[config.mk]
export PLATFORM = sky130hd
export DESIGN_NAME = cla_vec_gen
export DESIGN_NICKNAME = d
export VERILOG_FILES = /design/src/rtl/cla_pkg.sv /design/src/rtl/cla_vec_gen.sv
export SDC_FILE = /design/constraint.sdc
export NUM_CORES = 1
export LEC_CHECK = 0
export ABC_CLOCK_PERIOD_IN_PS = 2100
export CORE_MARGIN = 2
export CORE_UTILIZATION = 44
export DETAILED_ROUTE_END_ITERATION = 10
export GPL_TIMING_DRIVEN = 1
export PLACE_DENSITY = 0.75
export RECOVER_POWER = 25
export SYNTH_ARGS = -nofsm -noshare
export SYNTH_HDL_FRONTEND = slang
export SYNTH_SLANG_ARGS = --single-unit
[constraint.sdc]
create_clock -name clk -period 2.1 [get_ports clk]
set_clock_uncertainty 0.2 [all_clocks]
set_input_delay 0.525 -clock clk [delete_from_list [all_inputs] [get_ports clk]]
set_output_delay 0.525 -clock clk [all_outputs]
set_load 0.005 [all_outputs]
[src/rtl/cla_pkg.sv]
// Shared types and constants for the CLA adder self-test block.
package cla_pkg;

   localparam int         CLA_W   = 5;
   localparam int         VW      = 2*CLA_W+1;
   localparam logic [7:0] ERR_MAX = 8'hFF;

   typedef enum logic [2:0] {IDLE, APPLY, SETTLE, CHECK, DONE} state_e;

   // Reference result, kept one bit wider than the operands so the carry survives.
   function automatic logic [CLA_W:0] exp_sum(input logic [CLA_W-1:0] a,
                                               input logic [CLA_W-1:0] b,
                                               input logic             cin);
      return {1'b0, a} + {1'b0, b} + {{CLA_W{1'b0}}, cin};
   endfunction

endpackage

[src/rtl/cla_vec_gen.sv]
// Test vector counter: {cin,b,a} packed, with clear, increment and all-ones flag.
module cla_vec_gen import cla_pkg::*; #(
   parameter int W = VW
) (
   input  logic         clk,
   input  logic         rst_n,
   input  logic         clr,
   input  logic         inc,
   output logic [W-1:0] vec,
   output logic         last
);

   always_ff @(posedge clk or negedge rst_n) begin
      if (!rst_n)   vec <= '0;
      else if (clr) vec <= '0;
      else if (inc) vec <= vec + 1'b1;
   end

   assign last = &vec;

endmodule

==> impl_metrics.env <==
export IMPL_numCtsBuffers=3
export IMPL_htree_levels=1
export IMPL_drv_slew=0
export IMPL_register_area_um2=275.3
export IMPL_largest_reg_flops=11
export IMPL_cp_start_kind="register"
export IMPL_crit_path_cell_trace="buf_4, clkdlybuf4s50_1"
export IMPL_via_count=566
export IMPL_drc=0
export IMPL_grt_max_degree=12
export IMPL_hold_slack_ns=0.4123
export IMPL_ys_ff_latch=11
export IMPL_tns_ns=0
export IMPL_io_buffer_count=15
export IMPL_multiInputGateArea_um2=279.0
export IMPL_synth_seq_area_share_pct=48.25
export IMPL_worst_ir_drop_vdd_v=0.0004893
export IMPL_grt_overflow_total=0
export IMPL_stdcell_count=105
export IMPL_cp_end_kind="output pin"
export IMPL_cts_path_max_buffers=2
export IMPL_place_area_um2=848.3
export IMPL_first_global_vias=542
export IMPL_reg2reg_slack_ns=0.44
export IMPL_power_total_uw=418.8
export IMPL_fp_dieH_um=40.01
export IMPL_hold_viol=0
export IMPL_max_freq_mhz=501.6
export IMPL_routed_via_density=5.390
export IMPL_area_delta_synth_final_pct=53.95
export IMPL_reg_top3="vec (11)"
export IMPL_path_clk_slew_ns=0.07
export IMPL_n_antenna_cell=0
export IMPL_critPathSlowestCell="clkdlybuf4s50_1"
export IMPL_place_gp_congestion=0.7408
export IMPL_dp_cells=101
export IMPL_post_cts_setup_buffers=0
export IMPL_p_leak_nw=0.3779
export IMPL_status="complete, no violations"
export IMPL_synth_nets=63
export IMPL_synth_area_leader_cell="dfrtp_1"
export IMPL_n_fill_cell=101
export IMPL_first_iter_violations=9
export IMPL_cts_sinks=11
export IMPL_grt_pass1_wl_um=2346
export IMPL_maxCapViolCount=0
export IMPL_crit_type="register to output pin"
export IMPL_final_cell_area_um2=878.3
export IMPL_dp_slack_ns=-0.1017
export IMPL_num_rows=12
export IMPL_worstPathArrival_ns=1.27
export IMPL_synth_cell_type_count=21
export IMPL_yosys_warnings=0
export IMPL_fin_util_pct=75.97
export IMPL_io_pins=16
export IMPL_tritoncts="built"
export IMPL_routed_wl_um=1408
export IMPL_setup_ws_ns=0.1064
export IMPL_hpwlAfterDp_um=1127
export IMPL_finalCritPeriodShare_pct=94.93
export IMPL_syn_area_um2=570.5
export IMPL_setup_viol=0
export IMPL_dieArea_um2=1601
export IMPL_rsz0062_at_grt="true"
export IMPL_fp_dieW_um=40.01
export IMPL_drtPass1Iterations=4
export IMPL_syn_inst=58
export IMPL_regMostFlops="vec"
export IMPL_worst_path_max_fanout=5
export IMPL_worst_pin_slew_ns=0.5167
export IMPL_clock_latency_ns=0.27
export IMPL_coreArea_um2=1156
export IMPL_post_drt_wl_per_cell_um=13.41
export IMPL_hp_class="register to register"
export IMPL_synth_top_area_share_pct=48.25
export IMPL_grt_total_usage_pct=22.91
export IMPL_power_density_nw_per_um2=476.9
export IMPL_cp_required_ns=1.37
export IMPL_synth_area_leaders="dfrtp_1 (48%), nor2_1 (5.3%), mux2_2 (3.9%), a21oi_1 (3.5%), nand4_1 (3.3%)"
export IMPL_max_stage_delay_ns=0.50
export IMPL_cts_root_buf="clkbuf_4"
export IMPL_fin_crit_ns=1.994
export IMPL_synth_area_per_cell_um2=9.837
export IMPL_slew_headroom_pct=65.44
export IMPL_nets=97
export IMPL_antenna_found_initial=0
export IMPL_drive_gt1_share_pct=28.57
export IMPL_ant_nets=0
export IMPL_initial_utilization_pct=49.35
worst max-delay path: cells and delay by family, from the launching register on:
family / cells / cell delay [ns]
buffers and inverters: 2 / 0.64
DFF: 1 / 0.35
power breakdown:
part | switching (mW) | internal [mW]
combinational | 0.0244 | 0.0280
clock | 0.0750 | 0.0737
sequential | 0.00226 | 0.216
worst paths after layout:
kind                         from     end  cells past startpoint
max                        vec[2]  vec[2]                      2
min reg2reg                vec[8]  vec[8]                      2
max reg2reg                vec[4]  vec[9]                      4
min in group asynchronous   rst_n  vec[7]                      1
max in group asynchronous   rst_n  vec[0]                      1
min                        vec[8]  vec[8]                      2
cell usage after synthesis:
cell type	count
o2111ai_2	1
nand3_1	1
mux2i_1	1
nor2b_1	1
ha_1	1
o31ai_1	2
o211ai_2	1
xnor2_1	2
xor2_1	2
buf_2	2
nand4_1	3
dfrtp_1	11
nor4_1	3
a21oi_1	4
nand2_1	3
inv_1	4
or3_1	2
mux2_2	2
o21ai_0	2
or4_1	2
nor2_1	8
layout by cell type, fill, tap and decap left out:
cell	n
buf_4	16
clkdlybuf4s50_1	13
dfrtp_1	11
nor2_1	8
inv_1	4
a21oi_1	4
nand4_1	3
nand2_1	3
clkbuf_4	3
nor4_1	2
mux2_2	2
o21ai_0	2
or3_1	2
o31ai_1	2
or4_1	2
xnor2_1	2
xor2_1	2
nor4_2	1
nor2b_1	1
o211ai_2	1
o2111ai_2	1
nand3_1	1
mux2i_1	1
ha_2	1
clkbuf_1	1
dlygate4sd3_1	1
buf_2	1
cell families after synthesis:
group	Yosys count	share of synthesized area, %
and+or+nand+nor	23	20.61
DFF	11	48.24
AOI/OAI and AO/OA	10	12.72
buffers and inverters	6	4.385
xor gates and xnor gates	4	6.141
muxes	3	5.702
adders and majority gates	1	2.193
layer usage:
| metal | track usage (%) | up-vias | part of all wire, % |
|---|---|---|---|
| li1 | - | 274 | - |
| met1 | 27.21 | 267 | 39 |
| met2 | 40.32 | 23 | 53 |
| met3 | 3.333 | 2 | 6.6 |
| met4 | 10.34 | 0 | 1.7 |
| met5 | 0 | - | 0 |
timing repair:
| action | CTS | global route |
|---|---|---|
| endpoints found under the setup margin | 1 | 1 |
| hold buffers | 0 | 0 |
| resized for setup | 5 | 1 |
| pin swaps | 2 | 1 |
final cells by class:
type,count,share of cell area (%)
clock buffers,4,2.991
well taps,14,1.994
flip-flops and latches,11,31.34
repair buffers,31,30.20
inverters,4,1.709
multi-input cells,41,31.77
(Power assumes the default switching activity.)
==> patch 1, RTL diff (same flow settings) <==
Register the inputs `clr` and `inc` before use. The logic sees them one clock later.
--- a/src/rtl/cla_vec_gen.sv
+++ b/src/rtl/cla_vec_gen.sv
@@ -10,10 +10,18 @@
    output logic         last
 );
 
+   logic clr_q;
+   logic inc_q;
+
+   always_ff @(posedge clk) begin
+      clr_q <= clr;
+      inc_q <= inc;
+   end
+
    always_ff @(posedge clk or negedge rst_n) begin
       if (!rst_n)   vec <= '0;
-      else if (clr) vec <= '0;
-      else if (inc) vec <= vec + 1'b1;
+      else if (clr_q) vec <= '0;
+      else if (inc_q) vec <= vec + 1'b1;
    end
 
    assign last = &vec;
Check against the original RTL: not equivalent (a bounded check fails within 4 cycles, from zero or initial values and one cycle with rst_n low).
==> patch 1 against the unedited design <==
- count of clock-buffer cells in the layout is 1 lower
- hold slack worse by 77 ps
- wire length is 3.5% lower
- setup slack worse by 27 ps
- power up 9.5%
- largest power group unchanged
- critical path type unchanged
- design area increased by 0.14%
- synthesized area grew 7.0%
- register-to-register slack worse by 70 ps
- fmax shrank 1.3%
- synthesized cell count grew 3.4%
- sequential cell count grew 2
==> patch 1: results (changes against the unedited design) <==
stage	metric	value	unit	change
yosys	ys_async_sr_fraction	0.8462		was 1.000
global_routing	use_met2	0.3398		was 0.4032
global_routing	grt_pass1_wl	2.070	mm	was 2.346 mm
detailed_routing	wl_met2	664	um	was 740 um
pwr	power	0.4585	mW	was 0.4188 mW
pwr	clk-power	0.153	mW	was 0.149 mW
finish	layout.cells.non_filler	103		was 105
pwr	peakVddDrop	0.0003733	V	was 0.0004893 V
critical_path	cp-startpoint	vec[3]$_DFFE_PN0P_		was vec[2]$_DFFE_PN0P_
placement	dp.cells	98		was 101
yosys	synth.distinct_cells	22		was 21
critical_path	endpoint	vec[3]		was vec[2]
placement	gp_congestion	0.7233		was 0.7408
critical_path	r2r-end	vec[10]$_DFFE_PN0P_		was vec[9]$_DFFE_PN0P_
global_routing	grt_pass1_vias	480		was 542
yosys	yosysSeqAreaShare	0.5164		was 0.4825
finish	clock_area_frac	0.03129		was 0.02991
run_status	status	completed		unchanged
pwr	p_int	0.3488	mW	was 0.3172 mW
placement	post-place-ws	-20.59	ps	was -101.7 ps
detailed_routing	initialDrtViolationCount	3		was 9
finish	n_all_buffers	26		was 31
yosys	synth_top_cells_by_area	dfrtp_1 (45%), dfxtp_1 (6.6%), nor2_1 (4.9%)		was dfrtp_1 (48%), nor2_1 (5.3%), mux2_2 (3.9%)
finish	n_fill_cell	114		was 101
global_routing	met3_usage	0.03804		was 0.03333
finish	layout-drive-gt1-share	0.2386		was 0.2857
sta	slew-limit-headroom	0.6477		was 0.6544
critical_path	ff2ff_setup_slack	370	ps	was 440 ps
critical_path	r2r_cells	5		was 4
detailed_routing	wl_met3	64	um	was 93 um
sta	fin_crit_sh	0.9620		was 0.9493
floorplan	dieWidth	41.25	um	was 40.01 um
global_routing	use_met1	0.2318		was 0.2721
global_routing	grt_usage	0.1978		was 0.2291
detailed_routing	via_per_inst	5.359		was 5.390
critical_path	crit_fanout	4		was 5
detailed_routing	wl_met1	606	um	was 550 um
detailed_routing	wl_per_cell	13.19	um	was 13.41 um
placement	post_dp_cell_area	844.6	um2	was 848.3 um2
clocking	post_cts_buffers	0		unchanged
finish	ff_latch_area	315.3	um2	was 275.3 um2
yosys	syn-mean-instance-area	10.18	um2	was 9.837 um2
pwr	comb-power	0.0430	mW	was 0.0523 mW
critical_path	r2r_start	vec[1]$_DFFE_PN0P_		was vec[4]$_DFFE_PN0P_
pwr	leakage	0.3717	nW	was 0.3779 nW
finish	reg_top3	vec: 11 flops, clr_q: 1 flops, inc_q: 1 flops		was vec: 11 flops
yosys	ys_seq_elements	13		was 11
-- patch 1: how the worst min path moves through the flow --
stage,start,endpoint,slack [ps],depth (start not counted)
after floorplan,rst_n,vec[0]$_DFFE_PN0P_,30,0
after detailed placement,clr_q$_DFF_P_,vec[4]$_DFFE_PN0P_,320,1
after CTS,clr_q$_DFF_P_,vec[4]$_DFFE_PN0P_,350,1
after global routing,clr_q$_DFF_P_,vec[4]$_DFFE_PN0P_,400,1
after global placement,clr_q$_DFF_P_,vec[4]$_DFFE_PN0P_,320,1
final,clr_q$_DFF_P_,vec[4]$_DFFE_PN0P_,340,1
-- patch 1: logic make-up after synthesis --
group / count (synthesis) / synth area share
xor gates and xnor gates: 4 / 0.05739
AOI/OAI and AO/OA: 10 / 0.1188
buffers and inverters: 6 / 0.04098
and+or+nand+nor: 23 / 0.1926
adders and majority gates: 1 / 0.02049
muxes: 3 / 0.05328
DFF: 13 / 0.5164
==> patch 2, RTL diff (config.mk and constraints unchanged) <==
Without the edit above. `CLA_W`: 5 -> 10.
--- a/src/rtl/cla_pkg.sv
+++ b/src/rtl/cla_pkg.sv
@@ -1,7 +1,7 @@
 // Shared types and constants for the CLA adder self-test block.
 package cla_pkg;
 
-   localparam int         CLA_W   = 5;
+   localparam int         CLA_W   = 10;
    localparam int         VW      = 2*CLA_W+1;
    localparam logic [7:0] ERR_MAX = 8'hFF;
 
Ports: changed (resized vec); port bits go from 16 to 26. The function was not compared with the original's and may differ.
==> patch 2 against the unedited design <==
- the run now ends with setup timing left
- synthesized area increased by 90%
- design area increased by 92%
- fmax decreased by 7.5%
- wire length increased by 110%
- setup slack got worse by 160 ps
- power increased by 59%
- sequential cell count increased by 10
- first-iteration DRC count increased to 2.8 times the old value
==> patch 2: results (changes against the unedited design) <==
stage	metric	value	unit	change
placement	gp_congestion	0.8053		was 0.7408
finish	inv_count	2		was 4
pwr	comb_power_share	0.081		was 0.125
pwr	p_switching	0.1594	mW	was 0.1016 mW
detailed_routing	wl_met2	1.563	mm	was 740 um
yosys	synth-xor-area-share	0.08092		was 0.06140
yosys	yosysSeqAreaShare	0.4855		was 0.4825
finish	final_util	0.7405		was 0.7597
finish	finalNetCount	180		was 97
yosys	syn-mean-instance-area	9.411	um2	was 9.837 um2
detailed_routing	initialDrtViolationCount	25		was 9
finish	multi_input_gates	85		was 41
sta	finalSetupViolations	1		was 0
finish	n_fill_cell	170		was 101
clocking	cts.sinks	21		was 11
pwr	p_seq	0.411	mW	was 0.218 mW
sta	fin_ws	-55.49	ps	was 106.4 ps
clocking	post_cts_resize_count	11		was 5
critical_path	r2r_cells	5		was 4
sta	tns	-55.49	ps	was 0 ps
critical_path	max_stage_delay	380	ps	was 500 ps
critical_path	r2r-end	vec[15]$_DFFE_PN0P_		was vec[9]$_DFFE_PN0P_
hold_path	min_from	vec[20]$_DFFE_PN0P_		was vec[8]$_DFFE_PN0P_
run_status	violations	setup timing		
finish	multi_input_area	543.0	um2	was 279.0 um2
clocking	post_cts_buffers	4		was 0
placement	dp.cells	193		was 101
run_status	status	complete, but fails checks		was completed
critical_path	crit_path_top_delay_cell	dfrtp_1		was clkdlybuf4s50_1
detailed_routing	wl_met1	1.265	mm	was 550 um
hold_path	whs_endpoint	vec[20]$_DFFE_PN0P_		was vec[8]$_DFFE_PN0P_
detailed_routing	wl_met3	76	um	was 93 um
global_routing	grt_pass1_wl	4.671	mm	was 2.346 mm
critical_path	crit_family	simple AND/OR/NAND/NOR gates		was buffers and inverters
clocking	worstSkewPairLatency	310	ps	was 270 ps
pwr	comb-power	0.0539	mW	was 0.0523 mW
## patch 2: cell types whose count changed after synthesis, sizes merged, moves of 4 or more
cell	before	now
dfrtp	11	21
o21ai	2	9
or3	2	8
a21oi	4	9
nand2	3	8
nand4	3	7
nor2	8	12
## patch 2: how the worst max path moves through the flow
stage	cells after the start	startpoint	to
6_report	4	vec[0]$_DFFE_PN0P_	last
5_1_grt	4	vec[0]$_DFFE_PN0P_	last
4_1_cts	4	vec[1]$_DFFE_PN0P_	last
3_5_place_dp	5	inc	vec[15]$_DFFE_PN0P_
3_3_place_gp	5	inc	vec[13]$_DFFE_PN0P_
2_1_floorplan	7	inc	vec[17]$_DFFE_PN0P_
## patch 2: routing by layer
metal  vias to the layer above  track usage
li1                        530            -
met1                       547       0.2763
met5                         -            0
met2                        25       0.3951
met4                         0       0.1068
met3                         9      0.02778
